### src/rtl/demux1_n_buf.sv
// demux1_n_buf
//   Routes each accepted payload to one of N output ports. Every port has its
//   own 2-entry FIFO, so a stalled consumer only blocks traffic that is headed
//   for its own port. A payload whose selector is out of range is accepted,
//   dropped, and flagged with a one-cycle err pulse.
//
// Parameters
//   LENGTH   payload width in bits
//   N        number of output ports (1..16)
//   SEL_BITS selector width
//
// Ports
//   clk        rising-edge clock for all state
//   rst        asynchronous, active-high reset
//   in_valid   producer offers in_data this cycle
//   in_ready   block accepts the offered payload this cycle
//   in_sel     destination port index of the offered payload
//   in_data    offered payload
//   out_valid  bit i: port i holds at least one payload
//   out_ready  bit i: consumer i takes the head payload this cycle
//   out_data   head payload of each port, packed [port][bit]
//   err        one-cycle pulse after an out-of-range in_sel was accepted
//
// Handshake: a transfer happens on a rising edge where valid && ready are both
// high. valid may not wait for ready; ready here depends only on in_sel and
// stored FIFO occupancy, never on out_ready, so there is no pass-through path.
module demux1_n_buf #(
  parameter int LENGTH   = 1,
  parameter int N        = 2,
  parameter int SEL_BITS = (N > 1) ? $clog2(N) : 1
) (
  input  logic                         clk,
  input  logic                         rst,
  input  logic                         in_valid,
  output logic                         in_ready,
  input  logic [SEL_BITS-1:0]          in_sel,
  input  logic [LENGTH-1:0]            in_data,
  output logic [N-1:0]                 out_valid,
  input  logic [N-1:0]                 out_ready,
  output logic [N-1:0][LENGTH-1:0]     out_data,
  output logic                         err
);

  // Per-port FIFO: head is the oldest entry and drives out_data directly,
  // tail only holds the second entry when count is 2.
  logic [N-1:0][1:0]        count_q;
  logic [N-1:0][LENGTH-1:0] head_q;
  logic [N-1:0][LENGTH-1:0] tail_q;

  logic [N-1:0] hit;      // one-hot decode of in_sel (all zero when out of range)
  logic         sel_bad;  // in_sel names no port
  logic [N-1:0] push;
  logic [N-1:0] pop;

  always_comb begin
    hit     = '0;
    sel_bad = 1'b0;
    if (N == 1) begin
      // Single port: the selector is ignored entirely.
      hit[0] = 1'b1;
    end else begin
      sel_bad = (32'(in_sel) >= 32'(N));
      for (int i = 0; i < N; i++) begin
        hit[i] = (32'(in_sel) == 32'(i));
      end
    end
  end

  // Ready defaults high so an out-of-range selector is always accepted (and
  // dropped); a real port only refuses when its FIFO is full.
  always_comb begin
    in_ready = 1'b1;
    for (int i = 0; i < N; i++) begin
      if (hit[i] && (count_q[i] == 2'd2)) in_ready = 1'b0;
    end
  end

  always_comb begin
    push      = '0;
    pop       = '0;
    out_valid = '0;
    for (int i = 0; i < N; i++) begin
      out_valid[i] = (count_q[i] != 2'd0);
      push[i]      = in_valid && in_ready && hit[i];
      pop[i]       = out_ready[i] && (count_q[i] != 2'd0);
    end
  end

  assign out_data = head_q;

  always_ff @(posedge clk or posedge rst) begin
    if (rst) begin
      count_q <= '0;
      head_q  <= '0;
      tail_q  <= '0;
      err     <= 1'b0;
    end else begin
      // in_ready is always 1 for a bad selector, so valid alone means accepted.
      err <= in_valid && sel_bad;
      for (int i = 0; i < N; i++) begin
        case (count_q[i])
          2'd0: begin
            if (push[i]) begin
              head_q[i]  <= in_data;
              count_q[i] <= 2'd1;
            end
          end
          2'd1: begin
            if (push[i] && pop[i]) begin
              // Head leaves and the new payload takes its place.
              head_q[i] <= in_data;
            end else if (push[i]) begin
              tail_q[i]  <= in_data;
              count_q[i] <= 2'd2;
            end else if (pop[i]) begin
              count_q[i] <= 2'd0;
            end
          end
          default: begin
            // Full: push is impossible because in_ready is low for this port.
            if (pop[i]) begin
              head_q[i]  <= tail_q[i];
              count_q[i] <= 2'd1;
            end
          end
        endcase
      end
    end
  end

endmodule

### config.mk
export PLATFORM = sky130hd
export DESIGN_NAME = demux1_n_buf
export DESIGN_NICKNAME = d
export VERILOG_FILES = /design/src/rtl/demux1_n_buf.sv
export SDC_FILE = /design/constraint.sdc
export NUM_CORES = 1
export LEC_CHECK = 0
export ABC_CLOCK_PERIOD_IN_PS = 1100
export CAP_MARGIN = 40
export CORE_AREA = 2 2 39 41
export CTS_BUF_LIST = sky130_fd_sc_hd__clkbuf_8 sky130_fd_sc_hd__clkbuf_16
export DETAILED_ROUTE_END_ITERATION = 10
export DIE_AREA = 0 0 41 43
export GPL_ROUTABILITY_DRIVEN = 0
export PLACE_DENSITY = 0.69
export SYNTH_ARGS = -nofsm -noshare
export SYNTH_HDL_FRONTEND = slang
export SYNTH_SLANG_ARGS = --single-unit
### constraint.sdc
create_clock -name clk -period 1.1 [get_ports clk]
set_input_delay 0.11 -clock clk [delete_from_list [all_inputs] [get_ports clk]]
set_output_delay 0.11 -clock clk [all_outputs]
set_load 0.03 [all_outputs]
# Word level (Yosys, flattened, before mapping)
# Cells that the tools add are included.
# word_totals
register_bits	8
input_bits	7
output_inout_bits	6
wordCells	64
# classes
n_eq_ne	12
muxes	22
n_bitwise	3
reduce_logical	21
# ops
op	n
two-way mux 2 bit	10
!= test 2 bit, second input constant	6
AND reduction 3 bit	4
logical AND 1 bit	9
two-way mux 1 bit	8
one-hot mux 2 bit (2 select lines)	2
AND reduction 4 bit	2
!= test 3 bit, second input constant	2
nonzero test 3 bit	2
equality test 2 x 1 -> 1 bit, second input constant	2
equality test 2 bit, second input constant	2
logical NOT 2 bit	2
one-hot mux 1 bit (2 select lines)	2
nonzero test 2 bit	2
NOT 1 bit	3

# Logic depth before layout (Yosys ltp)
# Gate-level depths: netlist of run 1.
# depth
word_depth	9
depth_mapped	4
mapped_depth_nobuf	3

# Least setup slack after synthesis of run 1
# OpenSTA, ideal clock, no wires.
# synth_timing
path_kind	register -> output
startpoint	register count_q[1] (netlist name)
endpoint	output in_ready
arrival_time_ns	1.181
required_time_ns	0.990
setup_slack_ns	-0.191
path_stages_with_launch	4
path_buffers	1
cell_sequence	dfrtp_1 -> buf_2 -> nor3b_1 -> a31oi_1
# synth_between
elab_chain_cells	4
# synth_lines
element	line	source
start, declared	46	logic [N-1:0][1:0] count_q;
start signal, assigned	93	count_q <= '0;
start signal, assigned by index	105	count_q[i] <= 2'd1;
start signal, assigned by index	114	count_q[i] <= 2'd2;
equality test 2 bit	74	if (hit[i] && (count_q[i] == 2'd2)) in_ready = 1'b0;
logical AND 1 bit	74	
two-way mux 1 bit (2 in a row)	74	
end, declared	35	output logic in_ready,
# No other way between the ends.

# Final worst setup path of run 1
# Same ends and word-level chain as after synthesis.

==> results.yml, run 1 <==
run_status:
  status: "complete, but fails checks"
  violations: "negative setup slack"
routing:
  wire_per_inst_um: 12.0
  dr_total_vias: 497
  drtIter0Drc: 0
  dr.pass1.iters: 1
  drtAntennaViolNets: 0
  drc: 0
  vias_per_cell: 5.02
  routed_wl_mm: 1.19
clock_tree:
  clock_latency_ps: 230
  cts_buffer_depth: 2
  cts_max_level: 1
  cts.sinks: 8
  cts_tree: "done"
  cts_made_buffers: 3
  path_clk_slew_ps: 40
  cts_root_buf: "clkbuf_8"
synthesis:
  synth_cell_types: 26
  ys_seq_area_share_pct: 39.9
  avgSynthCellArea_um2: 9.12
  yosys_warnings: 0
  synth-seq-cells: 8
  syn-num-nets: 62
  synth_area_um2: 502
  syn_inst: 55
critical_path:
  crit_buf_inv: 2
  cp_top_family: "flip-flops"
  critical_path.max_stage_delay_ps: 370
  start_kind: "flop"
  crit_required_ps: 990
  crit_path_top_delay_cell: "dfrtp_1"
  timing_worst_setup_path_type: "flop to output port"
  crit_path_end_kind: "output port"
  worst-path-max-fanout: 2
  path_cells: "buf_6, nor3b_4, a31oi_4, buf_6"
  path_common_cell: "buf_6"
  worstPathArrival_ps: 1150
finish:
  diodes: 0
  num-nets-final: 91
  final_cells: 99
  layout_common_cells: "buf_4, dfrtp_1, buf_6, inv_1, clkdlybuf4s50_1"
  layout_commonest_cell: "buf_4"
  drive_gt1_share_pct: 42.2
  area_growth_pct: 67.6
sta:
  rsz0062_at_grt: "yes"
  hold_violations: 0
  fin_crit_sh_pct: 114
  drv_slew: 0
  fin_ws_ps: -158
  clock.fmax_mhz: 795
  post-route-min-period_ps: 1260
  hold-worst-slack_ps: 133
  skew_ps: 3.69
  final-setup-viol-count: 6
global_route:
  grt-ovfl-total: 0
  antenna_found_initial: 0
  grt_pass1_wl_mm: 1.96
  groute.usage.overall_pct: 16.6
  grt_max_degree: 10
  grt_pass1_vias: 490
floorplanning:
  die_y_um: 43
  die_area_um2: 1760
  core_area_um2: 1380
  floorplan.initialDensity_pct: 36.3
  ioPinCount: 13
  rows: 14
  die_x_um: 41
placement:
  io_buffers: 11
  dp_cells: 93
  dp_hpwl_um: 882
pwr:
  p_leak_nw: 0.404
  p_per_area_nw_per_um2: 1490
  peakVddDrop_uv: 864
worst_hold_path:
  hp-class: "input pin to async pin"
run:
  max_cap_viol_count: 0
[cells by family after synthesis]
logic type	count (synthesis)	synth area share (%)
other	1	0.747
flip-flops	8	39.9
multiplexers	6	13.5
AO/OA/AOI/OAI	14	19.0
buffers and inverters	9	7.98
AND/OR/NAND/NOR	17	19.0
[path summary, 6_finish.rpt]
check                           startpoint          end  slack (ps)  cells past startpoint
min in group clk                  in_valid   count_q[3]         510                      4
worst max register to register  count_q[1]    tail_q[0]        -110                      4
worst max-delay path            count_q[1]     in_ready        -160                      4
worst min register to register   tail_q[0]    tail_q[0]         520                      1
max in group asynchronous              rst  out_data[1]         700                      2
worst min-delay path                   rst   count_q[3]         130                      2
[stage by stage]
| step | area [um2] | TNS, ps | setup WS [ps] | power (mW) | utilization [%] |
|---|---|---|---|---|---|
| final | 841 | -471 | -158 | 1.26 | 60.8 |
| after global routing | 841 | -848 | -209 | 1.33 | 60.8 |
| after CTS | 827 | -593 | -166 | 1.25 | 59.8 |
| after detailed placement | 736 | -2150 | -359 | 0.847 | 53.2 |
| after global placement | 736 | -2060 | -341 | 0.840 | 53.2 |
| after floorplan | 537 | 0 | 0.188 | 0.668 | - |
[power by group]
| part | internal [mW] | switching, mW |
|---|---|---|
| sequential | 0.365 | 0.0538 |
| clock | 0.242 | 0.119 |
| combinational | 0.243 | 0.233 |
[worst register-to-register path, stage by stage (launching register included)]
cell and delay, ps:
dfrtp_1 370, buf_6 120, buf_4 160, nor3_2 110, mux2_1 330
[Yosys cell counts]
master	instances	share of area, %
nor3_1	1	1.0
a32o_1	1	2.0
nand2b_1	3	3.7
nand2_1	3	2.2
o22a_1	2	3.5
inv_1	6	4.5
and3_1	1	1.2
a21oi_1	3	3.0
or2_1	1	1.2
and4b_1	1	2.0
nor2b_2	1	1.7
conb_1	1	0.75
nor2_1	4	3.0
dfrtp_1	8	40
nor3b_1	1	1.5
a31oi_1	2	2.5
o2111ai_1	1	1.7
buf_2	2	2.0
mux2_1	2	4.5
o21ai_0	3	3.0
a32oi_1	1	1.7
o21bai_1	1	1.5
buf_4	1	1.5
or3_1	1	1.2
mux2_4	1	3.0
mux2i_1	3	6.0
[final cells by class]
cell class / count / area [um2]
fillers: 129 / 543
clock inverters: 1 / 3.75
multi-input cells: 38 / 310
repair buffers: 27 / 241
clock buffers: 3 / 41.3
well taps: 16 / 20.0
inverters: 6 / 22.5
flip-flops and latches: 8 / 201
[sequential cells by signal (all words and copies together), names as in the netlist]
| name | count |
|---|---|
| count_q | 4 |
| out_data | 2 |
| tail_q | 2 |
[what timing repair did]
| item | in CTS | in global routing |
|---|---|---|
| endpoints found under the setup margin | 8 | 9 |
| resized for setup | 13 | 9 |
| setup buffers | 2 | 0 |
| hold buffers | 0 | 0 |
| gates cloned | 0 | 0 |
| pin swaps | 4 | 5 |
[per-layer routing]
metal / vias to the layer above / wire length [um] / GRT usage (%) / part of all wire [%]
met3: 0 / 53 / 3.66 / 4.5
li1: 250 / - / - / -
met5: - / 0 / 0 / 0
met4: 0 / 0 / 8.00 / 0
met2: 9 / 638 / 27.8 / 54
met1: 238 / 499 / 18.5 / 42
Note: power is estimated with default switching activity, not from simulation.
==> inputs of run 2 (changes only) <==
- CELL_PAD_IN_SITES_DETAIL_PLACEMENT: default -> 1
- CELL_PAD_IN_SITES_GLOBAL_PLACEMENT: default -> 1
- CORE_AREA: 2 2 39 41 -> default
- CORE_ASPECT_RATIO: default -> 1.2
- CORE_UTILIZATION: default -> 30
- DIE_AREA: 0 0 41 43 -> default
- PLACE_DENSITY: 0.69 -> 0.72
- REMOVE_ABC_BUFFERS: default -> 1
==> run 2 against run 1 <==
- the run still ends with negative setup slack left
- global-route usage increased by 1.9 points
- register-to-register slack about the same
- utilization decreased by 6.4 points
- cell count unchanged
- routed wire length increased by 17%
- count of clock-buffer cells in the layout unchanged
- critical path type unchanged
==> results.yml, run 2 (synthesis results as in run 1) <==
finish:
  layout_commonest_cell: "buf_4"
  final_util_pct: 54.3
  num-nets-final: 91
  final_cell_area_um2: 816
  largest_reg_flops: 4
  drive_gt1_share_pct: 41.5
  final_cells: 99
  top_register: "count_q"
  diodes: 0
  area_growth_pct: 62.6
  layout_common_cells: "buf_4, dfrtp_1, buf_6, inv_1"
clock_tree:
  hold_buffers: 0
  clock_latency_ps: 220
  cts_made_buffers: 3
  cts_root_buf: "clkbuf_8"
  cts.sinks: 8
  cts_buffer_depth: 2
  path_clk_slew_ps: 40
  cts_tree: "done"
  cts_max_level: 1
floorplanning:
  die_x_um: 39.3
  core_area_um2: 1500
  floorplan.initialDensity_pct: 33.4
  die_y_um: 46.8
  die_area_um2: 1840
  rows: 15
  ioPinCount: 13
sta:
  clock.fmax_mhz: 754
  skew_ps: 0.107
  hold_violations: 0
  fin_crit_sh_pct: 121
  drv_slew: 0
  final-setup-viol-count: 6
  fin_ws_ps: -226
  rsz0062_at_grt: "yes"
  post-route-min-period_ps: 1330
placement:
  dp_cells: 90
  io_buffers: 11
  placed_cell_area_um2: 681
  pre_cts_ws_ps: -359
  dp_hpwl_mm: 1.02
routing:
  dr.pass1.iters: 4
  drtAntennaViolNets: 0
  routed_wl_mm: 1.40
  vias_per_cell: 5.09
  dr_total_vias: 504
  drtIter0Drc: 5
  drc: 0
  wire_per_inst_um: 14.1
run:
  max_cap_viol_count: 0
global_route:
  grt-ovfl-total: 0
  groute.usage.overall_pct: 18.5
  grt_pass1_vias: 513
  antenna_found_initial: 0
  grt_max_degree: 9
  grt_pass1_wl_mm: 2.27
critical_path:
  reg2reg_from: "count_q[1]"
  start_kind: "flop"
  worst-path-max-fanout: 6
  crit_required_ps: 990
  reg2reg_slack_ps: -110
  worstPathArrival_ps: 1220
  r2r-end: "out_data[0]"
  r2r_cells: 5
  timing_worst_setup_path_type: "flop to output port"
  crit_path_end_kind: "output port"
run_status:
  violations: "negative setup slack"
  status: "complete, but fails checks"
pwr:
  p_per_area_nw_per_um2: 1540
  peakVddDrop_uv: 719
  p_leak_nw: 0.412
worst_hold_path:
  hp-class: "input pin to async pin"
## run 2: cell types whose count changed in the layout (fill, tap and decap cells not counted), sizes merged
cell | previous run | this run
clkdlybuf4s50 | 4 | 3
dlymetal6s2s | 0 | 1
inv | 7 | 6
## run 2: worst max-delay path: stages, from the launching register on
cell and delay [ps]:
dfrtp_1 380, buf_6 130, nor3b_1 130, a31oi_1 170, buf_4 190
## run 2: how the worst max path moves through the flow
stage / from / endpoint / slack (ps) / cells past startpoint
6_report: count_q[1] / in_ready / -230 / 4
5_1_grt: count_q[1] / in_ready / -260 / 4
4_1_cts: count_q[1] / in_ready / -220 / 4
3_5_place_dp: in_valid / count_q[0] / -360 / 4
3_3_place_gp: in_valid / count_q[0] / -310 / 4
2_1_floorplan: count_q[1] / in_ready / -140 / 2
## run 2: metrics by stage
| stage | power (mW) | TNS [ps] | hold WS [ps] |
|---|---|---|---|
| 5_1_grt | 1.32 | -924 | 200 |
| 2_1_floorplan | 0.644 | -184 | -74.3 |
| 3_5_place_dp | 0.834 | -2040 | 397 |
| 6_report | 1.26 | -582 | 139 |
| 3_3_place_gp | 0.815 | -1810 | 384 |
| 4_1_cts | 1.24 | -674 | 156 |
## run 2: metal layers
layer  track usage (%)  up-vias  wire length (um)
met3              2.84        4                47
li1                  -      246                 -
met1              21.5      239               562
met5                 0        -                 0
met4              8.28        0                14
met2              33.0       15               774
## run 2: layout make-up
| class | instances | area (um2) |
|---|---|---|
| timing repair buffer | 27 | 240 |
| inverter | 6 | 22.5 |
| fill | 174 | 686 |
| multi-input combinational | 38 | 289 |
| clock buffer | 3 | 41.3 |
| tap | 17 | 21.3 |
| sequential | 8 | 201 |
## run 2: power by group
part / leakage (nW) / internal [mW] / switching, mW
logic: 0.292 / 0.253 / 0.235
registers: 0.0981 / 0.363 / 0.0610
clock network: 0.0216 / 0.236 / 0.108
total: 0.412 / 0.853 / 0.405
## run 2: what timing repair did
item,4_1_cts,5_1_grt
setup buffers,5,2
setup endpoints to repair,6,8
pin swaps,3,4
resized for setup,15,11
